**config.mk**
```make
export PLATFORM = sky130hd
export DESIGN_NAME = mem_port_arbiter
export DESIGN_NICKNAME = d
export VERILOG_FILES = /design/src/rtl/mem_arb_pkg.sv /design/src/rtl/rd_tag_pipe.sv /design/src/rtl/mem_port_arbiter.sv
export SDC_FILE = /design/constraint.sdc
export NUM_CORES = 1
export LEC_CHECK = 0
export ABC_AREA = 1
export CORE_AREA = 3 3 114 116
export CTS_CLUSTER_SIZE = 20
export DETAILED_ROUTE_END_ITERATION = 8
export DIE_AREA = 0 0 117 119
export GPL_TIMING_DRIVEN = 0
export PLACE_DENSITY_LB_ADDON = 0.3
export SLEW_MARGIN = 20
export SYNTH_ARGS = -nofsm -noshare
export SYNTH_HDL_FRONTEND = slang
export SYNTH_SLANG_ARGS = --single-unit
```
**constraint.sdc**
```tcl
create_clock -name clk -period 4.15 [get_ports clk]
set_input_delay 1.0375 -clock clk [delete_from_list [all_inputs] [get_ports clk]]
set_output_delay 1.0375 -clock clk [all_outputs]
set_load 0.03 [all_outputs]
```
**src/rtl/mem_arb_pkg.sv**
```systemverilog
// Shared constants and types for the unified memory-port arbiter.
// Master ids double as the one-bit owner field carried by the read-tag pipeline.
package mem_arb_pkg;

  localparam logic MST_CPU = 1'b0;
  localparam logic MST_LDR = 1'b1;

  localparam int DEF_AW = 32;
  localparam int DEF_DW = 32;

  typedef struct packed {
    logic valid;
    logic owner;
  } rd_tag_t;

  localparam int TAG_W = $bits(rd_tag_t);

endpackage

```
**src/rtl/rd_tag_pipe.sv**
```systemverilog
// RD_LAT-deep shift register of {valid, owner} tags that tracks each read
// request until its data comes back from memory.
module rd_tag_pipe
  import mem_arb_pkg::*;
#(
  parameter int RD_LAT = 1
) (
  input  logic clk,
  input  logic rst,
  input  logic push_valid,
  input  logic push_owner,
  output logic pop_valid,
  output logic pop_owner
);

  rd_tag_t stage [RD_LAT];

  always_ff @(posedge clk or posedge rst) begin
    if (rst) begin
      for (int i = 0; i < RD_LAT; i++) stage[i] <= '0;
    end else begin
      stage[0] <= '{valid: push_valid, owner: push_owner};
      for (int i = 1; i < RD_LAT; i++) stage[i] <= stage[i-1];
    end
  end

  assign pop_valid = stage[RD_LAT-1].valid;
  assign pop_owner = stage[RD_LAT-1].owner;

endmodule

```
**src/rtl/mem_port_arbiter.sv**
```systemverilog
// Two-master arbiter for the unified instruction/data memory port: round-robin
// on ties, bounded burst lock for the loader, read data routed back by tag.
module mem_port_arbiter
  import mem_arb_pkg::*;
#(
  parameter int AW        = DEF_AW,
  parameter int DW        = DEF_DW,
  parameter int RD_LAT    = 1,
  parameter int MAX_BURST = 8
) (
  input  logic          clk,
  input  logic          rst,
  input  logic          m0_req,
  input  logic          m0_we,
  input  logic [AW-1:0] m0_adr,
  input  logic [DW-1:0] m0_wdata,
  output logic          m0_gnt,
  output logic          m0_rvalid,
  output logic [DW-1:0] m0_rdata,
  input  logic          m1_req,
  input  logic          m1_we,
  input  logic          m1_lock,
  input  logic [AW-1:0] m1_adr,
  input  logic [DW-1:0] m1_wdata,
  output logic          m1_gnt,
  output logic          m1_rvalid,
  output logic [DW-1:0] m1_rdata,
  output logic          mem_en,
  output logic          mem_we,
  output logic [AW-1:0] mem_adr,
  output logic [DW-1:0] mem_wdata,
  input  logic [DW-1:0] mem_rdata
);

  localparam logic [7:0] MAX_B = 8'(MAX_BURST);

  logic       last_owner;
  logic       locked;
  logic [7:0] burst_cnt;
  logic       pop_valid;
  logic       pop_owner;

  always_comb begin
    m1_gnt = 1'b0;
    if (!rst && m1_req) begin
      if (!m0_req)     m1_gnt = 1'b1;
      else if (locked) m1_gnt = (burst_cnt < MAX_B);
      else             m1_gnt = (last_owner == MST_CPU);
    end
    m0_gnt = !rst && m0_req && !m1_gnt;
  end

  assign mem_en    = m0_gnt | m1_gnt;
  assign mem_we    = m1_gnt ? m1_we : (m0_gnt & m0_we);
  assign mem_adr   = m1_gnt ? m1_adr : m0_adr;
  assign mem_wdata = m1_gnt ? m1_wdata : m0_wdata;

  // The locking grant itself already makes m0 wait, so it counts toward the burst.
  always_ff @(posedge clk or posedge rst) begin
    if (rst) begin
      last_owner <= MST_LDR;
      locked     <= 1'b0;
      burst_cnt  <= '0;
    end else if (m0_gnt) begin
      last_owner <= MST_CPU;
      locked     <= 1'b0;
      burst_cnt  <= '0;
    end else if (m1_gnt) begin
      last_owner <= MST_LDR;
      locked     <= m1_lock;
      if (!m1_lock)
        burst_cnt <= '0;
      else if (m0_req && burst_cnt < MAX_B)
        burst_cnt <= burst_cnt + 8'd1;
    end else if (!m1_lock) begin
      locked    <= 1'b0;
      burst_cnt <= '0;
    end
  end

  rd_tag_pipe #(.RD_LAT(RD_LAT)) u_rd_tag_pipe (
    .clk        (clk),
    .rst        (rst),
    .push_valid (mem_en & ~mem_we),
    .push_owner (m1_gnt),
    .pop_valid  (pop_valid),
    .pop_owner  (pop_owner)
  );

  assign m0_rvalid = !rst && pop_valid && (pop_owner == MST_CPU);
  assign m1_rvalid = !rst && pop_valid && (pop_owner == MST_LDR);
  assign m0_rdata  = m0_rvalid ? mem_rdata : '0;
  assign m1_rdata  = m1_rvalid ? mem_rdata : '0;

endmodule

```
==> metrics.log <==
INFO  metric remaining_drc_errors = 0
INFO  metric vias = 3355
INFO  metric synth_adder_area_share = 0.695%
INFO  metric fill_cells = 1229
INFO  metric required = around 3.1 ns
INFO  metric post_synthesis_share_of_cell_area_spent_on_xor_and_xnor_gates = less than 1%
INFO  metric r2r_start = burst_cnt[7]$_DFFE_PP0P_
INFO  metric floorplan.die_area = about 0.014 mm²
INFO  metric place_area = 0.00498 mm²
INFO  metric cts_inserted_buffers = 3
INFO  metric timing.critical_path.max_delay_family = buffers and inverters
INFO  metric timing_worst_setup_path_type = in -> out
INFO  metric area_of_the_multi_input_gates = 0.00121 mm²
INFO  metric dominant_combinational_cell_family_by_area_after_synthesis = simple AND/OR/NAND/NOR gates
INFO  metric dr.first_iter.drc_count = 131
INFO  metric final-seq-area = 302 µm²
INFO  metric synthCells = 389
INFO  metric clk_pin_slew = 0.04 ns
INFO  metric critPathBufInv = 4
INFO  metric viasPerCell = ~4
INFO  metric n_antenna_cell = 0
INFO  metric crit_path_cell_trace = clkdlybuf4s50_1, nor3_2, inv_1, clkbuf_1, nor2_1, clkdlybuf4s50_1
INFO  metric std_cell_rows = 40
INFO  metric core_area = 0.0120 mm²
INFO  metric outcome = complete, no violations
INFO  metric yosys-mux-area-fraction = 0%
INFO  metric synth_top_cell_area_share = between 40% and 50%
INFO  metric dp_hpwl = 10.3 mm
INFO  metric report.power.total = roughly 0.00093 W
INFO  metric final_util = 43.8%
INFO  metric final.min_clock_period = ~4 ns
INFO  metric avgSynthCellArea = 4.63 µm²
INFO  metric clock_tree_from_tritoncts = yes
INFO  metric place.gp.congestion = 0.843
INFO  metric synth.cell_area = between 0.0015 and 0.002 mm²
INFO  metric static-leakage-power = 3.83 nW
INFO  metric end_kind = output pin
INFO  metric slew_of_the_pin_with_the_lowest_slew_margin = 0.489 ns
INFO  metric yosys_register_bits = 12
INFO  metric drt_first_pass_iters = 5
INFO  metric crit_arrival = about 3 ns
INFO  metric ioPinCount = 301
INFO  metric synthesis.nets = 557
INFO  metric layout_worst_path_cycle_share = just under 100%
INFO  metric post_route_cells_drive_above_1_share = about 3.5%
INFO  metric groute.usage.overall = 14.3%
INFO  metric die_width = 117 µm
INFO  metric clockRootBuffer = clkbuf_16
INFO  metric htree_levels = 1
INFO  metric ff2ff_setup_slack = 2.65 ns
INFO  metric synth.yosys.warnings = 0
INFO  metric worst_slew_margin_rel = 67.3%
INFO  metric max_cap_violations = 0
INFO  metric cts-hold-fix-buffers = 0
INFO  metric power-per-cell-area = about 180 mW/mm²
INFO  metric rsz0062_at_grt = no
INFO  metric yosys-top-cells-area = nand2_1, nor2_1, dfrtp_1
INFO  metric cell_variety_after_synth = 17
INFO  metric finalMaxSlewViolations = 0
INFO  metric max_stage_delay = 0.68 ns
INFO  metric grt_remaining_overflow = 0
INFO  metric crit_fanout = 10
INFO  metric worst_path_max_delay_cell = clkdlybuf4s50_1
INFO  metric post_synth_and_or_nand_nor_area_fraction = approximately 65%
INFO  metric fin_worst_skew = 0.000971 ns
INFO  metric start_util = 15.0%
INFO  metric critical-path-top-cell-by-count = clkdlybuf4s50_1
INFO  metric holdCritStartpoint = last_owner$_DFFE_PP1P_
INFO  metric setup.worst_path.start = rst
INFO  metric antenna_found_initial = 0
INFO  metric fraction_of_the_mapped_netlist_area_in_compound_gates = 0.278%
INFO  metric chipHeight = roughly 120 µm
INFO  metric hold_viol_final = 0
INFO  metric ant_nets = 0
INFO  metric worstSetupStartpointType = input port
INFO  metric holdCritPathClass = reg -> reg
INFO  metric final_design_area_no_fill = roughly 0.0053 mm²
INFO  metric yosysSeqAreaShare = roughly 17%
INFO  metric fin_nets = between 800 and 900
INFO  metric count_of_endpoints_failing_setup_in_the_final_report = 0
INFO  metric vdd_drop_max = 131 µV
INFO  metric clockBufferDepth = 2
INFO  metric average_wire_per_standard_cell = 13.9 µm
INFO  metric grt_max_degree = 13
INFO  metric number_of_sinks_on_the_clock_net = 12
INFO  metric synthDominantAreaCellType = nand2_1
INFO  metric grt_pass1_vias = between 3000 and 4000
INFO  metric wire_length_of_the_first_global_routing_pass = 16.0 mm
INFO  metric drt_wl_total = about 12 mm
INFO  metric max_freq = around 0.25 GHz
INFO  metric clock_latency = 0.24 ns
INFO  metric syn_to_final_growth = 192%
INFO  metric numPortBuffers = 299
-- Yosys cell counts --
| master | count |
|---|---|
| buf_2 | 4 |
| buf_6 | 4 |
| clkbuf_1 | 13 |
| dfrtp_1 | 11 |
| dfstp_2 | 1 |
| ha_1 | 1 |
| inv_1 | 47 |
| inv_2 | 1 |
| nand2_1 | 210 |
| nand2_4 | 1 |
| nand3_1 | 10 |
| nand4_1 | 2 |
| nor2_1 | 77 |
| nor2_2 | 1 |
| nor3_1 | 4 |
| o21ai_0 | 1 |
| xnor2_1 | 1 |
-- tightest hold or removal path, cell delays in order, from the launching register on --
cell	delay, ns
dfstp_2	0.36
nand2_1	0.06
nand2_1	0.04
-- kinds of logic after synthesis --
group                      after synthesis
and+or+nand+nor                        305
buffers and inverters                   69
DFF                                     12
AOI/OAI and AO/OA                        1
xor gates and xnor gates                 1
adders and majority gates                1
-- final cells by class --
type | instances | area share, %
buffer | 21 | 2.31
clock buffer | 4 | 1.69
inverter | 48 | 3.43
multi-input combinational | 308 | 23.1
sequential | 12 | 5.74
tap | 147 | 3.50
timing repair buffer | 299 | 60.3
-- routing by layer --
metal,wire [µm],GRT usage (%)
met3,1250,3.96
met5,0,0
met2,6260,29.5
met1,4060,13.9
met4,72,1.86
-- what timing repair did --
action                     4_1_cts  5_1_grt
cloned                           0        0
buffers inserted                 0        0
setup endpoints to repair       88       89
resized for setup               43       89
-- path summary, 6_finish.rpt --
path                                            endpoint  cells past startpoint
worst max-delay path                         m1_rdata[6]                      6
worst min-delay path              last_owner$_DFFE_PP1P_                      2
worst max register to register  burst_cnt[0]$_DFFE_PP0P_                      8
worst min register to register    last_owner$_DFFE_PP1P_                      2
max in group asynchronous         last_owner$_DFFE_PP1P_                      2
min in group asynchronous             locked$_DFFE_PP0P_                      2
-- per-stage QoR --
| stage | hold WS (ns) | std cells | setup TNS [ns] | setup slack, ns |
|---|---|---|---|---|
| 2_1_floorplan | 0.442 | 389 | 0 | 0.452 |
| 3_3_place_gp | 0.456 | 835 | -4.62 | -0.178 |
| 4_1_cts | 0.470 | 839 | 0 | 0.0000910 |
| 6_report | 0.469 | 839 | 0 | 0.145 |
| 3_5_place_dp | 0.458 | 835 | -4.28 | -0.175 |
| 5_1_grt | 0.503 | 839 | 0 | 0.00202 |
-- placed cells by master, fill, tap and decap left out, types with 2 or more instances in the layout --
cell type / count
clkbuf_2: 6
nand2_1: 210
dfrtp_1: 11
clkbuf_1: 7
clkbuf_16: 3
dlygate4sd2_1: 36
nand3_1: 10
nor3_2: 2
nor3_1: 2
dlymetal6s2s_1: 88
nor2_1: 77
clkdlybuf4s50_1: 175
buf_6: 4
inv_1: 47
buf_2: 4
nand4_1: 2
-- sequential cells by signal, summed over array words and instances (netlist names) --
signal	cells
burst_cnt	8
last_owner	1
locked	1
u_rd_tag_pipe.pop_owner	1
u_rd_tag_pipe.pop_valid	1
-- report_power, final --
group / internal (W) / total, W / switching (W)
sequential: 0.000123 / 0.000127 / 0.00000333
combinational: 0.000284 / 0.000610 / 0.000326
clock: 0.000145 / 0.000193 / 0.0000477
total: 0.000553 / 0.000929 / 0.000377
(Power assumes the default switching activity.)
